--- src/rtl/ttt_pkg.sv ---
// Shared types and constants for the tic-tac-toe move driver.
package ttt_pkg;

  localparam int NUM_CELLS = 9;
  localparam logic [3:0] LAST_CELL = 4'd8;
  localparam logic [3:0] MAX_MOVES = 4'd9;

  // Encoding of the game_status input coming back from the game.
  localparam logic [1:0] GS_DRAW        = 2'b00;
  localparam logic [1:0] GS_A_WINS      = 2'b01;
  localparam logic [1:0] GS_B_WINS      = 2'b10;
  localparam logic [1:0] GS_IN_PROGRESS = 2'b11;

  typedef enum logic [1:0] {
    CELL_EMPTY = 2'b00,
    CELL_A     = 2'b01,
    CELL_B     = 2'b10
  } cell_t;

  typedef enum logic [1:0] {
    RSP_ACCEPT    = 2'b00,
    RSP_OCCUPIED  = 2'b01,
    RSP_RANGE     = 2'b10,
    RSP_GAME_OVER = 2'b11
  } rsp_code_t;

  typedef enum logic [2:0] {
    ST_IDLE,
    ST_CHECK,
    ST_ISSUE,
    ST_WAIT,
    ST_RESP,
    ST_DONE
  } state_t;

  // True when the requested cell index addresses a real board cell.
  function automatic logic pos_in_range(input logic [3:0] p);
    return p <= LAST_CELL;
  endfunction

endpackage

--- src/rtl/tic_tac_toe_driver_if.sv ---
// Host-side request/response handshake of the move driver.
interface tic_tac_toe_driver_if;
  logic       req_valid;
  logic [3:0] req_pos;
  logic       req_ready;
  logic       rsp_valid;
  logic [1:0] rsp_code;

  // Host issuing move requests and collecting results.
  modport master (
    output req_valid, req_pos,
    input  req_ready, rsp_valid, rsp_code
  );

  // Driver accepting requests and producing results.
  modport slave (
    input  req_valid, req_pos,
    output req_ready, rsp_valid, rsp_code
  );
endinterface

--- src/rtl/ttt_req_fifo.sv ---
// Two-entry request FIFO; pushes are ignored while full (no bypass).
module ttt_req_fifo #(
  parameter int WIDTH = 4
) (
  input  logic             clk,
  input  logic             reset,
  input  logic             push,
  input  logic [WIDTH-1:0] push_data,
  input  logic             pop,
  output logic [WIDTH-1:0] pop_data,
  output logic             full,
  output logic             empty
);
  localparam int DEPTH = 2;

  logic [WIDTH-1:0] mem [DEPTH];
  logic             wr_ptr;
  logic             rd_ptr;
  logic [1:0]       count;
  logic             push_ok;
  logic             pop_ok;

  assign full     = (count == 2'd2);
  assign empty    = (count == 2'd0);
  assign push_ok  = push && !full;
  assign pop_ok   = pop && !empty;
  assign pop_data = mem[rd_ptr];

  // Storage needs no reset: entries are only read while count marks them valid.
  always_ff @(posedge clk) begin
    if (push_ok) mem[wr_ptr] <= push_data;
  end

  // Pointer and occupancy bookkeeping.
  always_ff @(posedge clk or posedge reset) begin
    if (reset) begin
      wr_ptr <= 1'b0;
      rd_ptr <= 1'b0;
      count  <= 2'd0;
    end else begin
      if (push_ok) wr_ptr <= ~wr_ptr;
      if (pop_ok)  rd_ptr <= ~rd_ptr;
      case ({push_ok, pop_ok})
        2'b10:   count <= count + 2'd1;
        2'b01:   count <= count - 2'd1;
        default: count <= count;
      endcase
    end
  end
endmodule

--- src/rtl/tic_tac_toe_driver.sv ---
// Move driver: queues host requests, validates them against a shadow board
// and the game status, and forwards legal moves to the game one at a time.
module tic_tac_toe_driver
  import ttt_pkg::*;
(
  input  logic                 clk,
  input  logic                 reset,
  tic_tac_toe_driver_if.slave  host,
  output logic [3:0]           position,
  output logic                 player_select,
  output logic                 move_valid,
  input  logic                 current_turn,
  input  logic [1:0]           game_status
);

  state_t         state;
  logic [3:0]     pos_reg;
  rsp_code_t      code_reg;
  logic           rsp_valid_reg;
  logic           move_valid_reg;
  logic [3:0]     position_reg;
  logic           player_reg;
  logic [3:0]     move_cnt;
  logic           over_reg;

  logic           fifo_full;
  logic           fifo_empty;
  logic           fifo_pop;
  logic [3:0]     fifo_data;

  logic [NUM_CELLS-1:0] cell_busy;
  logic                 pos_busy;

  assign host.req_ready = !fifo_full;
  assign host.rsp_valid = rsp_valid_reg;
  assign host.rsp_code  = code_reg;
  assign position       = position_reg;
  assign player_select  = player_reg;
  assign move_valid     = move_valid_reg;

  // A new request is taken whenever the engine is waiting for work, including
  // after the game has ended so that late requests still get answered.
  assign fifo_pop = ((state == ST_IDLE) || (state == ST_DONE)) && !fifo_empty;

  ttt_req_fifo #(.WIDTH(4)) u_fifo (
    .clk       (clk),
    .reset     (reset),
    .push      (host.req_valid),
    .push_data (host.req_pos),
    .pop       (fifo_pop),
    .pop_data  (fifo_data),
    .full      (fifo_full),
    .empty     (fifo_empty)
  );

  // Shadow board, one register per cell.
  for (genvar gi = 0; gi < NUM_CELLS; gi++) begin : g_cell
    cell_t cell_reg;

    // Record the mover in this cell during the cycle the move is issued.
    always_ff @(posedge clk or posedge reset) begin
      if (reset) begin
        cell_reg <= CELL_EMPTY;
      end else if (state == ST_ISSUE && position_reg == 4'(gi)) begin
        cell_reg <= player_reg ? CELL_A : CELL_B;
      end
    end

    assign cell_busy[gi] = (cell_reg != CELL_EMPTY);
  end

  assign pos_busy = pos_in_range(pos_reg) ? cell_busy[pos_reg] : 1'b0;

  // Request-processing FSM; strobes are registered so they are high exactly
  // while the FSM sits in ISSUE (move_valid) or RESP (rsp_valid).
  always_ff @(posedge clk or posedge reset) begin
    if (reset) begin
      state          <= ST_IDLE;
      pos_reg        <= 4'd0;
      code_reg       <= RSP_ACCEPT;
      rsp_valid_reg  <= 1'b0;
      move_valid_reg <= 1'b0;
      position_reg   <= 4'd0;
      player_reg     <= 1'b1;
      move_cnt       <= 4'd0;
      over_reg       <= 1'b0;
    end else begin
      rsp_valid_reg  <= 1'b0;
      move_valid_reg <= 1'b0;
      case (state)
        ST_IDLE, ST_DONE: begin
          if (!fifo_empty) begin
            pos_reg <= fifo_data;
            state   <= ST_CHECK;
          end
        end
        ST_CHECK: begin
          if (over_reg || game_status != GS_IN_PROGRESS) begin
            code_reg      <= RSP_GAME_OVER;
            rsp_valid_reg <= 1'b1;
            state         <= ST_RESP;
          end else if (!pos_in_range(pos_reg)) begin
            code_reg      <= RSP_RANGE;
            rsp_valid_reg <= 1'b1;
            state         <= ST_RESP;
          end else if (pos_busy) begin
            code_reg      <= RSP_OCCUPIED;
            rsp_valid_reg <= 1'b1;
            state         <= ST_RESP;
          end else begin
            move_valid_reg <= 1'b1;
            position_reg   <= pos_reg;
            player_reg     <= current_turn;
            state          <= ST_ISSUE;
          end
        end
        ST_ISSUE: begin
          move_cnt <= move_cnt + 4'd1;
          state    <= ST_WAIT;
        end
        ST_WAIT: begin
          code_reg      <= RSP_ACCEPT;
          rsp_valid_reg <= 1'b1;
          state         <= ST_RESP;
        end
        ST_RESP: begin
          // A full board counts as finished even if the game still says in progress.
          if (over_reg || game_status != GS_IN_PROGRESS || move_cnt == MAX_MOVES) begin
            over_reg <= 1'b1;
            state    <= ST_DONE;
          end else begin
            state <= ST_IDLE;
          end
        end
        default: state <= ST_IDLE;
      endcase
    end
  end

endmodule

--- src/flat_wrapper.sv ---
// flat-port wrapper written by rule: the top's interface ports become plain ports
module tic_tac_toe_driver_flat import ttt_pkg::*;
  (clk, reset, position, player_select, move_valid, current_turn, game_status, host_req_valid, host_req_pos, host_req_ready, host_rsp_valid, host_rsp_code);
  tic_tac_toe_driver_if host_i ();
  input  logic clk;
  input  logic reset;
  output logic [3:0] position;
  output logic player_select;
  output logic move_valid;
  input  logic current_turn;
  input  logic [1:0] game_status;
  input wire logic [$bits(host_i.req_valid)-1:0] host_req_valid;
  input wire logic [$bits(host_i.req_pos)-1:0] host_req_pos;
  output wire logic [$bits(host_i.req_ready)-1:0] host_req_ready;
  output wire logic [$bits(host_i.rsp_valid)-1:0] host_rsp_valid;
  output wire logic [$bits(host_i.rsp_code)-1:0] host_rsp_code;
  assign host_i.req_valid = host_req_valid;
  assign host_i.req_pos = host_req_pos;
  assign host_req_ready = host_i.req_ready;
  assign host_rsp_valid = host_i.rsp_valid;
  assign host_rsp_code = host_i.rsp_code;
  tic_tac_toe_driver u_core (.clk(clk), .reset(reset), .host(host_i), .position(position), .player_select(player_select), .move_valid(move_valid), .current_turn(current_turn), .game_status(game_status));
endmodule
--- config.mk ---
export PLATFORM = sky130hd
export DESIGN_NAME = tic_tac_toe_driver_flat
export DESIGN_NICKNAME = d
export VERILOG_FILES = /design/src/rtl/ttt_pkg.sv /design/src/rtl/tic_tac_toe_driver_if.sv /design/src/rtl/ttt_req_fifo.sv /design/src/rtl/tic_tac_toe_driver.sv /design/src/flat_wrapper.sv
export SDC_FILE = /design/constraint.sdc
export NUM_CORES = 1
export LEC_CHECK = 0
export ABC_AREA = 1
export CAP_MARGIN = 25
export CORE_MARGIN = 2
export CORE_UTILIZATION = 40
export DETAILED_ROUTE_END_ITERATION = 8
export SYNTH_ARGS = -nofsm -noshare
export SYNTH_HDL_FRONTEND = slang
export SYNTH_SLANG_ARGS = --single-unit
--- constraint.sdc ---
create_clock -name clk -period 5 [get_ports clk]
set_input_delay 1 -clock clk [delete_from_list [all_inputs] [get_ports clk]]
set_output_delay 1 -clock clk [all_outputs]
set_load 0.02 [all_outputs]
==> impl_metrics.prom, run 1 <==
# TYPE chip_impl_metric gauge
chip_impl_metric{name="drt-total-wl",unit="um"} 4024
chip_impl_info{name="critPathTopFamily",value="flip-flops"} 1
chip_impl_metric{name="maxCapViolCount",unit=""} 0
chip_impl_metric{name="antenna-diode-count",unit=""} 0
chip_impl_metric{name="worst_ir_drop_vdd",unit="mV"} 0.2817
chip_impl_info{name="worstSetupStartpointType",value="flop"} 1
chip_impl_info{name="yosysMostFrequentCell",value="sky130_fd_sc_hd__nand2_1"} 1
chip_impl_metric{name="post_synth_xor_xnor_area",unit=""} 0.02300
chip_impl_metric{name="hold-path-cell-count",unit=""} 2
chip_impl_metric{name="wire_length_of_the_first_global_routing_pass",unit="um"} 6900
chip_impl_metric{name="number_of_global_route_vias_before_repair",unit=""} 1498
chip_impl_metric{name="number_of_nets_in_the_final_layout",unit=""} 287
chip_impl_metric{name="final_hpwl_dp",unit="um"} 2955
chip_impl_metric{name="antenna_found_initial",unit=""} 0
chip_impl_metric{name="clock-skew-final",unit="ps"} 8.028
chip_impl_info{name="synth_commonest_cells",value="61 x sky130_fd_sc_hd__nand2_1, 42 x sky130_fd_sc_hd__dfrtp_1, 30 x sky130_fd_sc_hd__inv_1"} 1
chip_impl_metric{name="placedCellCount",unit=""} 339
chip_impl_metric{name="wire_per_inst",unit="um"} 11.60
chip_impl_metric{name="syn-num-nets",unit=""} 261
chip_impl_metric{name="final.hold.worst_slack",unit="ps"} 469.4
chip_impl_metric{name="worst_slew_pin_slew",unit="ps"} 535.5
chip_impl_metric{name="post-cts-setup-buffer-count",unit=""} 0
chip_impl_metric{name="die_w",unit="um"} 79.58
chip_impl_metric{name="final.period_utilization",unit=""} 0.5306
chip_impl_metric{name="synth.yosys.seq_area_share",unit=""} 0.5767
chip_impl_metric{name="cts_inserted_buffers",unit=""} 5
chip_impl_metric{name="reg2regPathDepth",unit=""} 10
chip_impl_metric{name="post_synth_fa_ha_maj_area_fraction",unit=""} 0.01643
chip_impl_info{name="synthDominantAreaCellType",value="sky130_fd_sc_hd__dfrtp_1"} 1
chip_impl_metric{name="clock_insertion_delay_worst_skew",unit="ps"} 300
chip_impl_metric{name="area_share_of_and_or_nand_nor_cells_after_synthesis",unit=""} 0.2612
chip_impl_metric{name="port-buffer-count",unit=""} 19
chip_impl_metric{name="arrival",unit="ps"} 1650
chip_impl_metric{name="finalCriticalPeriod",unit="ps"} 2653
chip_impl_metric{name="drcViolationCount",unit=""} 0
chip_impl_metric{name="io_pins",unit=""} 20
chip_impl_metric{name="hold_viol",unit=""} 0
chip_impl_metric{name="core.rowCount",unit=""} 27
chip_impl_metric{name="postSynthRegisterBits",unit=""} 51
chip_impl_info{name="yosys_most_used_dff",value="sky130_fd_sc_hd__dfrtp_1"} 1
chip_impl_metric{name="critical_path_peak_fanout",unit=""} 12
chip_impl_metric{name="synth_warnings",unit=""} 0
chip_impl_metric{name="global_route.usage.total",unit=""} 0.1420
chip_impl_metric{name="routabilityCongestion",unit=""} 0.7796
chip_impl_metric{name="detail_routed_via_count_per_cell",unit=""} 4.654
chip_impl_metric{name="synth_edf_count",unit=""} 8
chip_impl_metric{name="final_layout_size_suffix_gt1_frac",unit=""} 0.1055
chip_impl_metric{name="initial_utilization",unit=""} 0.4149
chip_impl_metric{name="timing.critical_path.required",unit="ps"} 4000
chip_impl_metric{name="max_clock_freq",unit="MHz"} 377.0
chip_impl_info{name="synth_top_family_by_area",value="simple AND/OR/NAND/NOR gates"} 1
chip_impl_metric{name="final_max_slew_viol_count",unit=""} 0
chip_impl_metric{name="asr_flop_ratio_synth",unit=""} 0.8431
chip_impl_info{name="outcome",value="finished clean"} 1
chip_impl_metric{name="synth_largest_type_area_fraction",unit=""} 0.4600
chip_impl_metric{name="core_region_area",unit="um2"} 5507
chip_impl_metric{name="synth.avg_cell_area",unit="um2"} 9.212
chip_impl_metric{name="worst_path_largest_cell_delay",unit="ps"} 690
chip_impl_metric{name="flow.area_growth_from_synthesis",unit="%"} 16.27
chip_impl_metric{name="ant_nets",unit=""} 0
chip_impl_metric{name="holdBufCountCts",unit=""} 0
chip_impl_metric{name="clock_sink_count",unit=""} 51
chip_impl_metric{name="netlist_area",unit="um2"} 2285
chip_impl_metric{name="largest_register_ffs",unit=""} 18
chip_impl_info{name="cts_root_buf",value="sky130_fd_sc_hd__clkbuf_8"} 1
chip_impl_metric{name="design.die.area",unit="um2"} 6332
chip_impl_metric{name="clock_path_buffers",unit=""} 2
chip_impl_metric{name="netlist-cell-type-count",unit=""} 24
chip_impl_metric{name="dr.pass1.iters",unit=""} 4
chip_impl_metric{name="postSynthCellCount",unit=""} 248
chip_impl_metric{name="htree_levels",unit=""} 2
chip_impl_metric{name="grt_max_degree",unit=""} 44
chip_impl_info{name="most_area_consuming_cells_after_synthesis",value="sky130_fd_sc_hd__dfrtp_1 46%, sky130_fd_sc_hd__edfxtp_1 11%, sky130_fd_sc_hd__nand2_1 10%"} 1
chip_impl_metric{name="power_leakage",unit="uW"} 0.001204
chip_impl_info{name="min_path_type",value="flop to flop"} 1
chip_impl_metric{name="cts_clock_pin_slew_for_the_worst_setup_and_hold_paths",unit="ps"} 90
chip_impl_metric{name="complex_gate_fraction_of_the_synthesized_area",unit=""} 0.06846
chip_impl_metric{name="totalNegativeSetupSlack",unit="ps"} 0
chip_impl_info{name="endpoint_kind",value="output port"} 1
chip_impl_metric{name="setup-violations-final",unit=""} 0
chip_impl_info{name="crit_path_top_delay_cell",value="sky130_fd_sc_hd__dfstp_2"} 1
chip_impl_info{name="critical_path_class",value="flop to output port"} 1
chip_impl_metric{name="total_of_cells_resized_after_clock_tree_synthesis",unit=""} 0
chip_impl_metric{name="num_vias",unit=""} 1615
chip_impl_metric{name="timing.slew.headroom",unit=""} 0.6430
chip_impl_metric{name="die_height",unit="um"} 79.58
chip_impl_metric{name="dr.first_iter.drc_count",unit=""} 74
chip_impl_metric{name="crit_cells",unit=""} 1
chip_impl_metric{name="post_layout_nonfiller_instances",unit=""} 347
chip_impl_info{name="path_cells",value="clkdlybuf4s50_1"} 1
chip_impl_info{name="setup_repair_after_global_routing_missed_its_margin",value="no"} 1
chip_impl_info{name="tritoncts_clock_tree",value="done"} 1
chip_impl_metric{name="powerDensity",unit="nW/um2"} 440.6
chip_impl_metric{name="crit_buf_inv",unit=""} 1
chip_impl_metric{name="global_route.overflow_total",unit=""} 0
chip_impl_metric{name="layout.filler_cells",unit=""} 535
chip_impl_metric{name="final_core_utilization",unit=""} 0.4824
chip_impl_metric{name="muxShareOfSynthArea",unit=""} 0
where the power goes:
group          switching [uW]  internal [uW]  leakage, uW
Sequential               70.0            497     0.000634
Clock                     135           98.7    0.0000483
Combinational             222            148     0.000522
Total                     427            744      0.00120
logic make-up after synthesis:
logic type               Yosys count
buffers and inverters             33
XOR/XNOR                           6
adder cells (fa/ha/maj)            3
flip-flops                        51
AO/OA/AOI/OAI                     29
AND/OR/NAND/NOR                  126
per-stage QoR:
| step | power (uW) | area (um2) | setup WS (ps) |
|---|---|---|---|
| 6_report | 1170 | 2656 | 2347 |
| 5_1_grt | 1259 | 2656 | 2286 |
| 4_1_cts | 1188 | 2656 | 2324 |
| 3_5_place_dp | 950.5 | 2569 | 2501 |
| 3_3_place_gp | 946.5 | 2569 | 2543 |
| 2_1_floorplan | 845.3 | 2285 | 2999 |
worst register-to-register path: stages, from the launching register on:
cell	delay (ps)
sky130_fd_sc_hd__dfrtp_1	480
sky130_fd_sc_hd__nor2_4	260
sky130_fd_sc_hd__inv_1	80
sky130_fd_sc_hd__nand3_1	120
sky130_fd_sc_hd__inv_1	70
sky130_fd_sc_hd__nand2_2	80
sky130_fd_sc_hd__inv_2	80
sky130_fd_sc_hd__ha_1	300
sky130_fd_sc_hd__a21oi_1	110
sky130_fd_sc_hd__o21ai_0	110
sky130_fd_sc_hd__xor2_1	150
cells in the final DEF, fill, tap and decap left out:
master / count
sky130_fd_sc_hd__a21oi_1: 3
sky130_fd_sc_hd__a31o_2: 1
sky130_fd_sc_hd__a31oi_1: 4
sky130_fd_sc_hd__buf_4: 1
sky130_fd_sc_hd__clkbuf_8: 5
sky130_fd_sc_hd__clkdlybuf4s50_1: 19
sky130_fd_sc_hd__clkinv_1: 1
sky130_fd_sc_hd__clkinv_2: 2
sky130_fd_sc_hd__dfrtp_1: 42
sky130_fd_sc_hd__dfstp_2: 1
sky130_fd_sc_hd__edfxtp_1: 8
sky130_fd_sc_hd__ha_1: 3
sky130_fd_sc_hd__inv_1: 29
sky130_fd_sc_hd__inv_2: 2
sky130_fd_sc_hd__inv_6: 1
sky130_fd_sc_hd__nand2_1: 61
sky130_fd_sc_hd__nand2_2: 7
sky130_fd_sc_hd__nand3_1: 13
sky130_fd_sc_hd__nand3_4: 2
sky130_fd_sc_hd__nand4_1: 8
sky130_fd_sc_hd__nor2_1: 28
sky130_fd_sc_hd__nor2_2: 4
sky130_fd_sc_hd__nor2_4: 1
sky130_fd_sc_hd__nor3_4: 2
sky130_fd_sc_hd__o21ai_0: 16
sky130_fd_sc_hd__o21ai_1: 4
sky130_fd_sc_hd__o21bai_1: 1
sky130_fd_sc_hd__xnor2_1: 2
sky130_fd_sc_hd__xor2_1: 4
area by class of cell:
type | count | area (um2) | share of cell area
timing repair buffer | 20 | 197.7 | 0.07442
multi-input combinational | 164 | 843.3 | 0.3175
tap | 72 | 90.09 | 0.03391
inverter | 32 | 120.1 | 0.04522
clock inverter | 3 | 18.77 | 0.007065
clock buffer | 5 | 68.82 | 0.02591
sequential | 51 | 1318 | 0.4960
per-layer routing:
| layer | up-vias | global-route usage | share of wire |
|---|---|---|---|
| met5 | - | 0 | 0 |
| met4 | 0 | 0.04655 | 0.014 |
| met3 | 5 | 0.03507 | 0.038 |
| met2 | 27 | 0.2218 | 0.45 |
| met1 | 732 | 0.1938 | 0.50 |
| li1 | 851 | - | - |
path summary, 6_finish.rpt:
check,to,start,slack (ps)
worst min-delay path,u_core.over_reg,u_core.over_reg,470
worst min register to register,u_core.over_reg,u_core.over_reg,470
worst max register to register,u_core.u_fifo.count[1],u_core.state[2],3050
max in group asynchronous,u_core.g_cell[0].cell_reg[1],reset,3500
worst max-delay path,player_select,u_core.player_select,2350
min in group asynchronous,u_core.move_cnt[0],reset,1130
Note: power is estimated with default switching activity, not from simulation.
==> inputs of run 2 (changes only) <==
clock period = 2.8 ns   (was 5 ns; I/O delays follow)
==> impl_metrics.prom, run 2 (same netlist as run 1, synthesis figures left out) <==
# TYPE chip_impl_metric gauge
chip_impl_info{name="outcome",value="finished clean"} 1
chip_impl_info{name="critical_path.reg2reg.endpoint",value="u_core.u_fifo.count[1]"} 1
chip_impl_metric{name="wire_length_of_the_first_global_routing_pass",unit="um"} 7314
chip_impl_metric{name="reg2reg_slack",unit="ps"} 850
chip_impl_metric{name="final_hpwl_dp",unit="um"} 3044
chip_impl_info{name="path_cells",value="clkdlybuf4s50_1"} 1
chip_impl_metric{name="htree_levels",unit=""} 2
chip_impl_metric{name="swShare",unit=""} 0.3641
chip_impl_info{name="endpoint",value="player_select"} 1
chip_impl_metric{name="number_of_nets_in_the_final_layout",unit=""} 287
chip_impl_metric{name="worst_slew_pin_slew",unit="ps"} 538.7
chip_impl_metric{name="final.hold.worst_slack",unit="ps"} 480.0
chip_impl_metric{name="die_height",unit="um"} 79.58
chip_impl_metric{name="final.period_utilization",unit=""} 0.7870
chip_impl_metric{name="setup-violations-final",unit=""} 0
chip_impl_metric{name="finalCriticalPeriod",unit="ps"} 2204
chip_impl_metric{name="io_pins",unit=""} 20
chip_impl_metric{name="antenna_found_initial",unit=""} 0
chip_impl_metric{name="largest_register_ffs",unit=""} 18
chip_impl_info{name="critPathTopFamily",value="flip-flops"} 1
chip_impl_info{name="crit_path_top_delay_cell",value="sky130_fd_sc_hd__dfstp_2"} 1
chip_impl_metric{name="critical_path_peak_fanout",unit=""} 12
chip_impl_info{name="worstSetupStartpointType",value="flop"} 1
chip_impl_info{name="layout_common_cells",value="61 x sky130_fd_sc_hd__nand2_1, 42 x sky130_fd_sc_hd__dfrtp_1, 29 x sky130_fd_sc_hd__inv_1"} 1
chip_impl_metric{name="ant_nets",unit=""} 0
chip_impl_metric{name="timing.critical_path.required",unit="ps"} 2240
chip_impl_metric{name="dr.first_iter.drc_count",unit=""} 82
chip_impl_metric{name="final_core_utilization",unit=""} 0.4819
chip_impl_info{name="critical_path_class",value="flop to output port"} 1
chip_impl_metric{name="reg2regPathDepth",unit=""} 10
chip_impl_info{name="tritoncts_clock_tree",value="done"} 1
chip_impl_metric{name="global_route.overflow_total",unit=""} 0
chip_impl_metric{name="detail_routed_via_count_per_cell",unit=""} 4.746
chip_impl_metric{name="final_max_slew_viol_count",unit=""} 0
chip_impl_metric{name="totalNegativeSetupSlack",unit="ps"} 0
chip_impl_metric{name="dr.pass1.iters",unit=""} 4
chip_impl_metric{name="cell_internal_pwr",unit="uW"} 1327
chip_impl_metric{name="crit_buf_inv",unit=""} 1
chip_impl_info{name="min_path_type",value="flop to flop"} 1
chip_impl_metric{name="drt-total-wl",unit="um"} 4189
chip_impl_metric{name="final_layout_size_suffix_gt1_frac",unit=""} 0.09818
chip_impl_metric{name="post_route_setup_slack",unit="ps"} 596.3
chip_impl_metric{name="port-buffer-count",unit=""} 19
chip_impl_metric{name="worst_path_largest_cell_delay",unit="ps"} 690
chip_impl_metric{name="clock_path_buffers",unit=""} 2
chip_impl_metric{name="post-cts-setup-buffer-count",unit=""} 0
chip_impl_metric{name="routabilityCongestion",unit=""} 0.7873
chip_impl_metric{name="dpl_worst_slack",unit="ps"} 763.1
chip_impl_metric{name="antenna-diode-count",unit=""} 0
chip_impl_metric{name="total_of_cells_resized_after_clock_tree_synthesis",unit=""} 0
chip_impl_info{name="setup_repair_after_global_routing_missed_its_margin",value="no"} 1
chip_impl_info{name="critical_path.startpoint",value="u_core.player_select"} 1
chip_impl_metric{name="holdBufCountCts",unit=""} 0
chip_impl_metric{name="initial_utilization",unit=""} 0.4149
chip_impl_metric{name="design.die.area",unit="um2"} 6332
chip_impl_info{name="endpoint_kind",value="output port"} 1
chip_impl_metric{name="combinationalPowerShare",unit=""} 0.319
chip_impl_metric{name="seq_power_share",unit=""} 0.485
chip_impl_metric{name="global_route.usage.total",unit=""} 0.1523
chip_impl_metric{name="clock_sink_count",unit=""} 51
chip_impl_metric{name="grt_max_degree",unit=""} 44
chip_impl_metric{name="worst_ir_drop_vdd",unit="mV"} 0.5343
chip_impl_metric{name="maxCapViolCount",unit=""} 0
chip_impl_metric{name="clock-skew-final",unit="ps"} 9.020
chip_impl_info{name="reg2reg_from",value="u_core.state[2]"} 1
chip_impl_metric{name="num_vias",unit=""} 1647
chip_impl_metric{name="flow.area_growth_from_synthesis",unit="%"} 16.16
chip_impl_metric{name="core.rowCount",unit=""} 27
chip_impl_metric{name="hold_viol",unit=""} 0
chip_impl_metric{name="cts_clock_pin_slew_for_the_worst_setup_and_hold_paths",unit="ps"} 90
chip_impl_metric{name="cts_inserted_buffers",unit=""} 5
chip_impl_metric{name="powerDensity",unit="nW/um2"} 786.6
chip_impl_metric{name="die_w",unit="um"} 79.58
chip_impl_metric{name="power.net_switching",unit="uW"} 760.2
chip_impl_metric{name="wire_per_inst",unit="um"} 12.07
chip_impl_metric{name="timing.slew.headroom",unit=""} 0.6409
chip_impl_metric{name="crit_cells",unit=""} 1
chip_impl_info{name="cts_root_buf",value="sky130_fd_sc_hd__clkbuf_8"} 1
chip_impl_metric{name="clock_insertion_delay_worst_skew",unit="ps"} 300
chip_impl_info{name="layout.cells.most_common",value="sky130_fd_sc_hd__nand2_1"} 1
chip_impl_metric{name="arrival",unit="ps"} 1640
chip_impl_metric{name="max_clock_freq",unit="MHz"} 453.8
chip_impl_metric{name="power_leakage",unit="uW"} 0.001199
chip_impl_metric{name="number_of_global_route_vias_before_repair",unit=""} 1597
chip_impl_metric{name="core_region_area",unit="um2"} 5507
chip_impl_metric{name="p_clk_frac",unit=""} 0.195
chip_impl_metric{name="drcViolationCount",unit=""} 0
[run 2: cell type report]
class	count	area, um2
sequential	51	1318
tap	72	90.09
multi-input combinational	164	843.3
inverter	32	120.1
timing repair buffer	20	197.7
clock buffer	6	72.57
clock inverter	2	12.51
fill	539	2853
[run 2: power groups by stage]
stage	clock network (uW)	logic, uW	registers (uW)
4_1_cts	430	678	1010
3_5_place_dp	0	676	1030
2_1_floorplan	0	491	1020
5_1_grt	464	770	1030
6_report	408	667	1010
3_3_place_gp	0	664	1030
[run 2: how the worst min path moves through the flow]
stage	from	to	slack, ps	cells past startpoint
after floorplan	u_core.over_reg	u_core.over_reg	440	2
after global placement	u_core.over_reg	u_core.over_reg	460	2
after detailed placement	u_core.g_cell[4].cell_reg[1]	u_core.g_cell[4].cell_reg[1]	470	2
after CTS	u_core.move_cnt[3]	u_core.move_cnt[3]	480	1
final	u_core.move_cnt[3]	u_core.move_cnt[3]	480	1
after global routing	u_core.g_cell[4].cell_reg[0]	u_core.g_cell[4].cell_reg[0]	530	2
[run 2: metal layers]
layer	track usage	part of all wire	vias to the layer above
li1	-	-	849
met1	0.1979	0.48	753
met2	0.2420	0.45	36
met3	0.04072	0.045	9
met4	0.06034	0.018	0
met5	0	0	-
[run 2: through the flow]
| step | cell area [um2] | power [uW] | std cells |
|---|---|---|---|
| after floorplan | 2285 | 1509 | 248 |
| after global placement | 2569 | 1689 | 339 |
| after detailed placement | 2569 | 1702 | 339 |
| after CTS | 2654 | 2120 | 347 |
| after global routing | 2654 | 2263 | 347 |
| final | 2654 | 2088 | 347 |
